==> config.mk <==
export PLATFORM = sky130hd
export DESIGN_NAME = iq_dac_serializer
export DESIGN_NICKNAME = d
export VERILOG_FILES = /design/src/rtl/iq_dac_pkg.sv /design/src/rtl/iq_dac_serializer_sclk_tick_gen.sv /design/src/rtl/iq_dac_serializer.sv
export SDC_FILE = /design/constraint.sdc
export NUM_CORES = 1
export LEC_CHECK = 0
export BUFFER_PORTS_ARGS = -buffer_cell sky130_fd_sc_hd__buf_2
export CAP_MARGIN = 20
export CORE_UTILIZATION = 28
export CTS_BUF_LIST = sky130_fd_sc_hd__clkbuf_8
export DETAILED_ROUTE_END_ITERATION = 16
export PLACE_DENSITY = 0.45
export SLEW_MARGIN = 25
export SYNTH_ARGS = -nofsm -noshare
export SYNTH_HDL_FRONTEND = slang
export SYNTH_SLANG_ARGS = --single-unit
==> constraint.sdc <==
create_clock -name clk -period 2.02 [get_ports clk]
set_input_delay 0 -clock clk [delete_from_list [all_inputs] [get_ports clk]]
set_output_delay 0 -clock clk [all_outputs]
set_load 0.02 [all_outputs]
==> src/rtl/iq_dac_pkg.sv <==
// Shared types and constants for the I/Q DAC serializer: FSM states, SPI command
// nibbles, frame geometry and the offset-binary conversion mask.
package iq_dac_pkg;

  typedef enum logic [2:0] {
    IDLE,
    SHIFT_A,
    GAP_A,
    SHIFT_B,
    GAP_B,
    LDAC
  } state_t;

  localparam logic [3:0] CMD_A   = 4'b0001;
  localparam logic [3:0] CMD_B   = 4'b0010;
  localparam int         FRAME_W = 16;
  localparam int         GAP_HP  = 2;
  localparam int         LDAC_HP = 2;
  localparam logic [7:0] OB_MASK = 8'h80;

  // DAC word layout: command nibble, data byte, four don't-care zeros.
  function automatic logic [FRAME_W-1:0] make_frame(input logic [3:0] cmd,
                                                    input logic [7:0] data);
    return {cmd, data, 4'b0000};
  endfunction

endpackage

==> src/rtl/iq_dac_serializer_sclk_tick_gen.sv <==
// Divider that emits a one-cycle tick every CLK_DIV cycles; held at zero while
// clear is high so each SHIFT state starts from a known phase.
module sclk_tick_gen #(
  parameter int CLK_DIV = 2
) (
  input  logic clk,
  input  logic reset,
  input  logic clear,
  output logic tick
);

  localparam int            CW   = $clog2(CLK_DIV + 1);
  localparam logic [CW-1:0] LAST = CW'(CLK_DIV - 1);

  logic [CW-1:0] cnt_q, cnt_d;

  assign tick = !clear && (cnt_q == LAST);

  // NOTE: every path assigns cnt_d (default first), so no latch is inferred.
  always_comb begin
    cnt_d = cnt_q + 1'b1;
    if (clear || tick) cnt_d = '0;
  end

  // NOTE: sequential state uses non-blocking assignments only.
  always_ff @(posedge clk or posedge reset) begin
    if (reset) cnt_q <= '0;
    else       cnt_q <= cnt_d;
  end

endmodule

==> src/rtl/iq_dac_serializer.sv <==
// Converts signed I/Q sample pairs to offset binary, buffers one pair, and ships
// them as two 16-bit SPI frames to a dual DAC followed by a shared LDAC pulse.
module iq_dac_serializer
  import iq_dac_pkg::*;
#(
  parameter int CLK_DIV = 2
) (
  input  logic       clk,
  input  logic       reset,
  input  logic       sample_valid,
  input  logic [7:0] sin_in,
  input  logic [7:0] cos_in,
  output logic       sample_ready,
  input  logic       clear_overrun,
  output logic       overrun,
  output logic       busy,
  output logic       dac_sclk,
  output logic       dac_mosi,
  output logic       dac_cs_n,
  output logic       dac_ldac_n
);

  localparam int            HW        = $clog2(((GAP_HP > LDAC_HP) ? GAP_HP : LDAC_HP) * CLK_DIV + 1);
  localparam logic [HW-1:0] GAP_LAST  = HW'(GAP_HP * CLK_DIV - 1);
  localparam logic [HW-1:0] LDAC_LAST = HW'(LDAC_HP * CLK_DIV - 1);
  localparam int            BW        = $clog2(FRAME_W);
  localparam logic [BW-1:0] BIT_LAST  = BW'(FRAME_W - 1);

  state_t             state_q;
  logic               hold_full_q, hold_full_d;
  logic [15:0]        hold_q, hold_d;
  logic               overrun_q, overrun_d;
  logic [FRAME_W-1:0] sh_a_q, sh_b_q;
  logic [BW-1:0]      bit_cnt_q;
  logic [HW-1:0]      hp_cnt_q;
  logic               sclk_q, mosi_q, cs_n_q, ldac_n_q;
  logic               tick, in_shift, load;
  logic [FRAME_W-1:0] frame_a, frame_b;

  assign in_shift = (state_q == SHIFT_A) || (state_q == SHIFT_B);
  assign load     = (state_q == IDLE) && hold_full_q;
  assign frame_a  = make_frame(CMD_A, hold_q[15:8]);
  assign frame_b  = make_frame(CMD_B, hold_q[7:0]);

  sclk_tick_gen #(.CLK_DIV(CLK_DIV)) u_tick (
    .clk  (clk),
    .reset(reset),
    .clear(!in_shift),
    .tick (tick)
  );

  // Accept and load are mutually exclusive: one needs hold empty, the other full.
  always_comb begin
    hold_full_d = hold_full_q;
    hold_d      = hold_q;
    overrun_d   = overrun_q;
    if (load) hold_full_d = 1'b0;
    if (sample_valid && !hold_full_q) begin
      hold_full_d = 1'b1;
      hold_d      = {sin_in ^ OB_MASK, cos_in ^ OB_MASK};
    end
    if (clear_overrun)               overrun_d = 1'b0;
    if (sample_valid && hold_full_q) overrun_d = 1'b1;
  end

  always_ff @(posedge clk or posedge reset) begin
    if (reset) begin
      hold_full_q <= 1'b0;
      hold_q      <= '0;
      overrun_q   <= 1'b0;
    end else begin
      hold_full_q <= hold_full_d;
      hold_q      <= hold_d;
      overrun_q   <= overrun_d;
    end
  end

  always_ff @(posedge clk or posedge reset) begin
    if (reset) begin
      state_q   <= IDLE;
      sh_a_q    <= '0;
      sh_b_q    <= '0;
      bit_cnt_q <= '0;
      hp_cnt_q  <= '0;
      sclk_q    <= 1'b0;
      mosi_q    <= 1'b0;
      cs_n_q    <= 1'b1;
      ldac_n_q  <= 1'b1;
    end else begin
      case (state_q)
        IDLE: if (hold_full_q) begin
          sh_a_q    <= frame_a;
          sh_b_q    <= frame_b;
          mosi_q    <= frame_a[FRAME_W-1];
          cs_n_q    <= 1'b0;
          bit_cnt_q <= '0;
          state_q   <= SHIFT_A;
        end
        SHIFT_A, SHIFT_B: if (tick) begin
          sclk_q <= !sclk_q;
          // Falling tick: present the next bit; the 16th one closes the frame.
          if (sclk_q) begin
            bit_cnt_q <= bit_cnt_q + 1'b1;
            if (state_q == SHIFT_A) begin
              sh_a_q <= {sh_a_q[FRAME_W-2:0], 1'b0};
              mosi_q <= sh_a_q[FRAME_W-2];
            end else begin
              sh_b_q <= {sh_b_q[FRAME_W-2:0], 1'b0};
              mosi_q <= sh_b_q[FRAME_W-2];
            end
            if (bit_cnt_q == BIT_LAST) begin
              cs_n_q   <= 1'b1;
              hp_cnt_q <= '0;
              state_q  <= (state_q == SHIFT_A) ? GAP_A : GAP_B;
            end
          end
        end
        GAP_A: begin
          hp_cnt_q <= hp_cnt_q + 1'b1;
          if (hp_cnt_q == GAP_LAST) begin
            hp_cnt_q  <= '0;
            mosi_q    <= sh_b_q[FRAME_W-1];
            cs_n_q    <= 1'b0;
            bit_cnt_q <= '0;
            state_q   <= SHIFT_B;
          end
        end
        GAP_B: begin
          hp_cnt_q <= hp_cnt_q + 1'b1;
          if (hp_cnt_q == GAP_LAST) begin
            hp_cnt_q <= '0;
            ldac_n_q <= 1'b0;
            state_q  <= LDAC;
          end
        end
        LDAC: begin
          hp_cnt_q <= hp_cnt_q + 1'b1;
          if (hp_cnt_q == LDAC_LAST) begin
            hp_cnt_q <= '0;
            ldac_n_q <= 1'b1;
            state_q  <= IDLE;
          end
        end
        default: state_q <= IDLE;
      endcase
    end
  end

  assign sample_ready = !hold_full_q;
  assign overrun      = overrun_q;
  assign busy         = (state_q != IDLE);
  assign dac_sclk     = sclk_q;
  assign dac_mosi     = mosi_q;
  assign dac_cs_n     = cs_n_q;
  assign dac_ldac_n   = ldac_n_q;

endmodule

==> flow_summary.toml <==
[logic_synthesis]
ys_seq_area_frac = 0.559
ys_top_cells_by_area = "dfrtp_1 (54%), mux2_2 (7.5%), mux2i_1 (5.9%)"
synth_edf_count = 0
ys_types = 38
synth_seq_cells = 57
syn_area_per_cell_um2 = 11.1
synth_top_area_frac = 0.539
synth_ff_type = "dfrtp_1"
yosysWarnings = 0
synth_top_area_cell = "dfrtp_1"
synth_nets = 254
async_flop_share = 1.00
syn_area_um2 = 2550
netlist_instances = 231

[die]
dieArea_um2 = 9510
die_w_um = 97.5
die_h_um = 97.5
initial_core_util = 0.292
io_pins = 27
core_area_um2 = 8760
row_count = 34

[cells_and_area]
area_delta_synth_final_pct = 24.7
fillers = 891
layout.cells.non_filler = 398
fin_area_um2 = 3190
diodes = 0
multi_input_area_um2 = 1010
final_common_cell = "dfrtp_1"
seq_area_um2 = 1430
layout-drive-gt1-share = 0.252
mostFrequentLayoutCells = "dfrtp_1 (55), nand2_1 (30), buf_2 (26)"
nets = 308

[sta]
period_minus_slack_ns = 1.77
tns_ns = 0
clock.fmax_mhz = 564
period_share = 0.878
setup_violations = 0
finClkSkew_ns = 0.0125
hold_violations = 0
slew_violations = 0
rsz0062_at_grt = "false"
max_slew_margin = 0.616
tightest_slew_ns = 0.577

[global_route]
grt-ovfl-total = 0
grt_start_max_net_pins = 24
antenna_found_initial = 0
grt_pass1_wl_um = 9060
grt_pass1_vias = 1890
grt_usage = 0.120

[power]
irDropWorstVdd_mv = 0.521
switching_share = 0.326
power.density_nw_per_um2 = 1260
leakage_nw = 1.48
clockPowerShare = 0.246
p_int_w = 0.00270
p_seq_frac = 0.459
p_comb_frac = 0.295
p_sw_w = 0.00131

[cts]
postCtsSetupRepairBufs = 0
clockRootBuffer = "clkbuf_8"
clkTransAtPathRegs_ns = 0.07
cts_resized = 0
cts_tree = "done"
clk_latency_ns = 0.33
hold_buffers = 19
clock_path_buffers = 2
htree_levels = 3
cts_made_buffers = 9
clock-sinks = 57

[place]
dp_cells = 363
gp_congestion = 0.724
io_buffers = 26
place_area_um2 = 2820
place_hpwl_um = 3430

[flow_run]
cap_violations = 0

[drt]
via_per_inst = 4.56
finalWirelength_um = 4980
wl_per_cell_um = 12.5
ant_nets = 0
dr_total_vias = 1815
first_pass_iters = 5
drc_errors = 0
drtIter0Drc = 81

[critical_path]
arrival_ns = 1.98
crit_path_max_fanout = 18
crit_path_end_kind = "flip-flop"
required_ns = 2.23
path_class = "flip-flop to flip-flop"
cp-start-kind = "flip-flop"

[status]
status = "completed"

[worst_hold_path]
min_path_type = "primary input to flip-flop"
==> final cells by class <==
type | count | area share
multi-input cells | 153 | 0.318
clock buffers | 9 | 0.0389
clock inverters | 7 | 0.0177
well taps | 108 | 0.0424
flip-flops and latches | 57 | 0.448
inverters | 9 | 0.0106
repair buffers | 55 | 0.124
==> per-stage QoR <==
| stage | util | hold slack [ns] | total power [W] | worst slack [ns] |
|---|---|---|---|---|
| 5_1_grt | 0.364 | 0.198 | 0.00437 | 0.108 |
| 6_report | 0.364 | 0.197 | 0.00401 | 0.247 |
| 2_1_floorplan | - | 0.0847 | 0.00274 | 0.474 |
| 3_5_place_dp | 0.321 | 0.0184 | 0.00305 | 0.250 |
| 4_1_cts | 0.364 | 0.189 | 0.00409 | 0.234 |
| 3_3_place_gp | 0.321 | 0.0160 | 0.00301 | 0.271 |
==> final timing paths <==
kind	startpoint	endpoint	slack [ns]	cells after the start
min reg2reg	u_tick.cnt_q[0]$_DFF_PP0_	u_tick.cnt_q[0]$_DFF_PP0_	0.44	1
min	sample_valid	hold_q[15]$_DFFE_PP0P_	0.20	4
min in group asynchronous	reset	hold_q[13]$_DFFE_PP0P_	0.21	3
max	state_q[0]$_DFFE_PP0P_	sh_b_q[4]$_DFFE_PP0P_	0.25	3
max reg2reg	state_q[0]$_DFFE_PP0P_	sh_b_q[4]$_DFFE_PP0P_	0.25	3
max in group asynchronous	reset	dac_ldac_n$_DFFE_PP1P_	1.13	4
==> layer usage <==
metal  GRT usage  wire length (µm)  vias to the layer above  part of all wire
met5           0                 0                        -                 0
met4      0.0407                70                        0             0.014
met3      0.0439               195                        5             0.039
met2       0.182              2330                       40              0.47
met1       0.159              2380                      867              0.48
li1            -                 -                      903                 -
==> synth_stat cells (2+ instances only) <==
cell,count
a21oi_1,6
dfrtp_1,55
a21o_1,2
nor3_1,2
a32o_1,2
dfstp_2,2
nand3_1,2
o21ai_2,3
and3_1,2
nand2b_1,5
mux2i_1,15
clkbuf_1,2
ha_1,3
o21ai_0,18
a31oi_1,2
nor2b_1,4
nand2_1,30
nor2_1,15
xnor2_1,3
o21ai_1,6
mux2_2,17
buf_2,6
buf_6,3
a22o_1,4
inv_1,9
==> cell families (layout without fill, tap and decap cells) <==
| group | after synthesis | after routing | share of synthesized area |
|---|---|---|---|
| and+or+nand+nor | 67 | 67 | 0.121 |
| DFF | 57 | 57 | 0.559 |
| AOI/OAI and AO/OA | 48 | 48 | 0.117 |
| muxes | 32 | 32 | 0.134 |
| buffers and inverters | 21 | 80 | 0.0441 |
| adders and majority gates | 3 | 3 | 0.0147 |
| xor gates and xnor gates | 3 | 3 | 0.0103 |
==> flip-flops by register name, summed over array words and instances, names as in the netlist <==
register      count
hold_full_q       1
dac_sclk          1
state_q           3
dac_ldac_n        1
dac_cs_n          1
u_tick.cnt_q      2
dac_mosi          1
hold_q           16
sh_b_q           12
sh_a_q           11
overrun           1
bit_cnt_q         4
hp_cnt_q          3
==> critical path, cell delays in order (launching register included) <==
cell and delay [ns]:
dfrtp_1 0.55, or3b_1 0.44, a21o_1 0.36, a32o_1 0.29
==> power groups by stage <==
stage	Combinational [W]	Clock, W	Sequential, W
after floorplan	0.000933	0	0.00180
after global placement	0.00115	0	0.00186
after detailed placement	0.00118	0	0.00187
after CTS	0.00121	0.00103	0.00185
after global routing	0.00137	0.00109	0.00192
final	0.00118	0.000987	0.00184
Note: power is estimated with default switching activity, not from simulation.
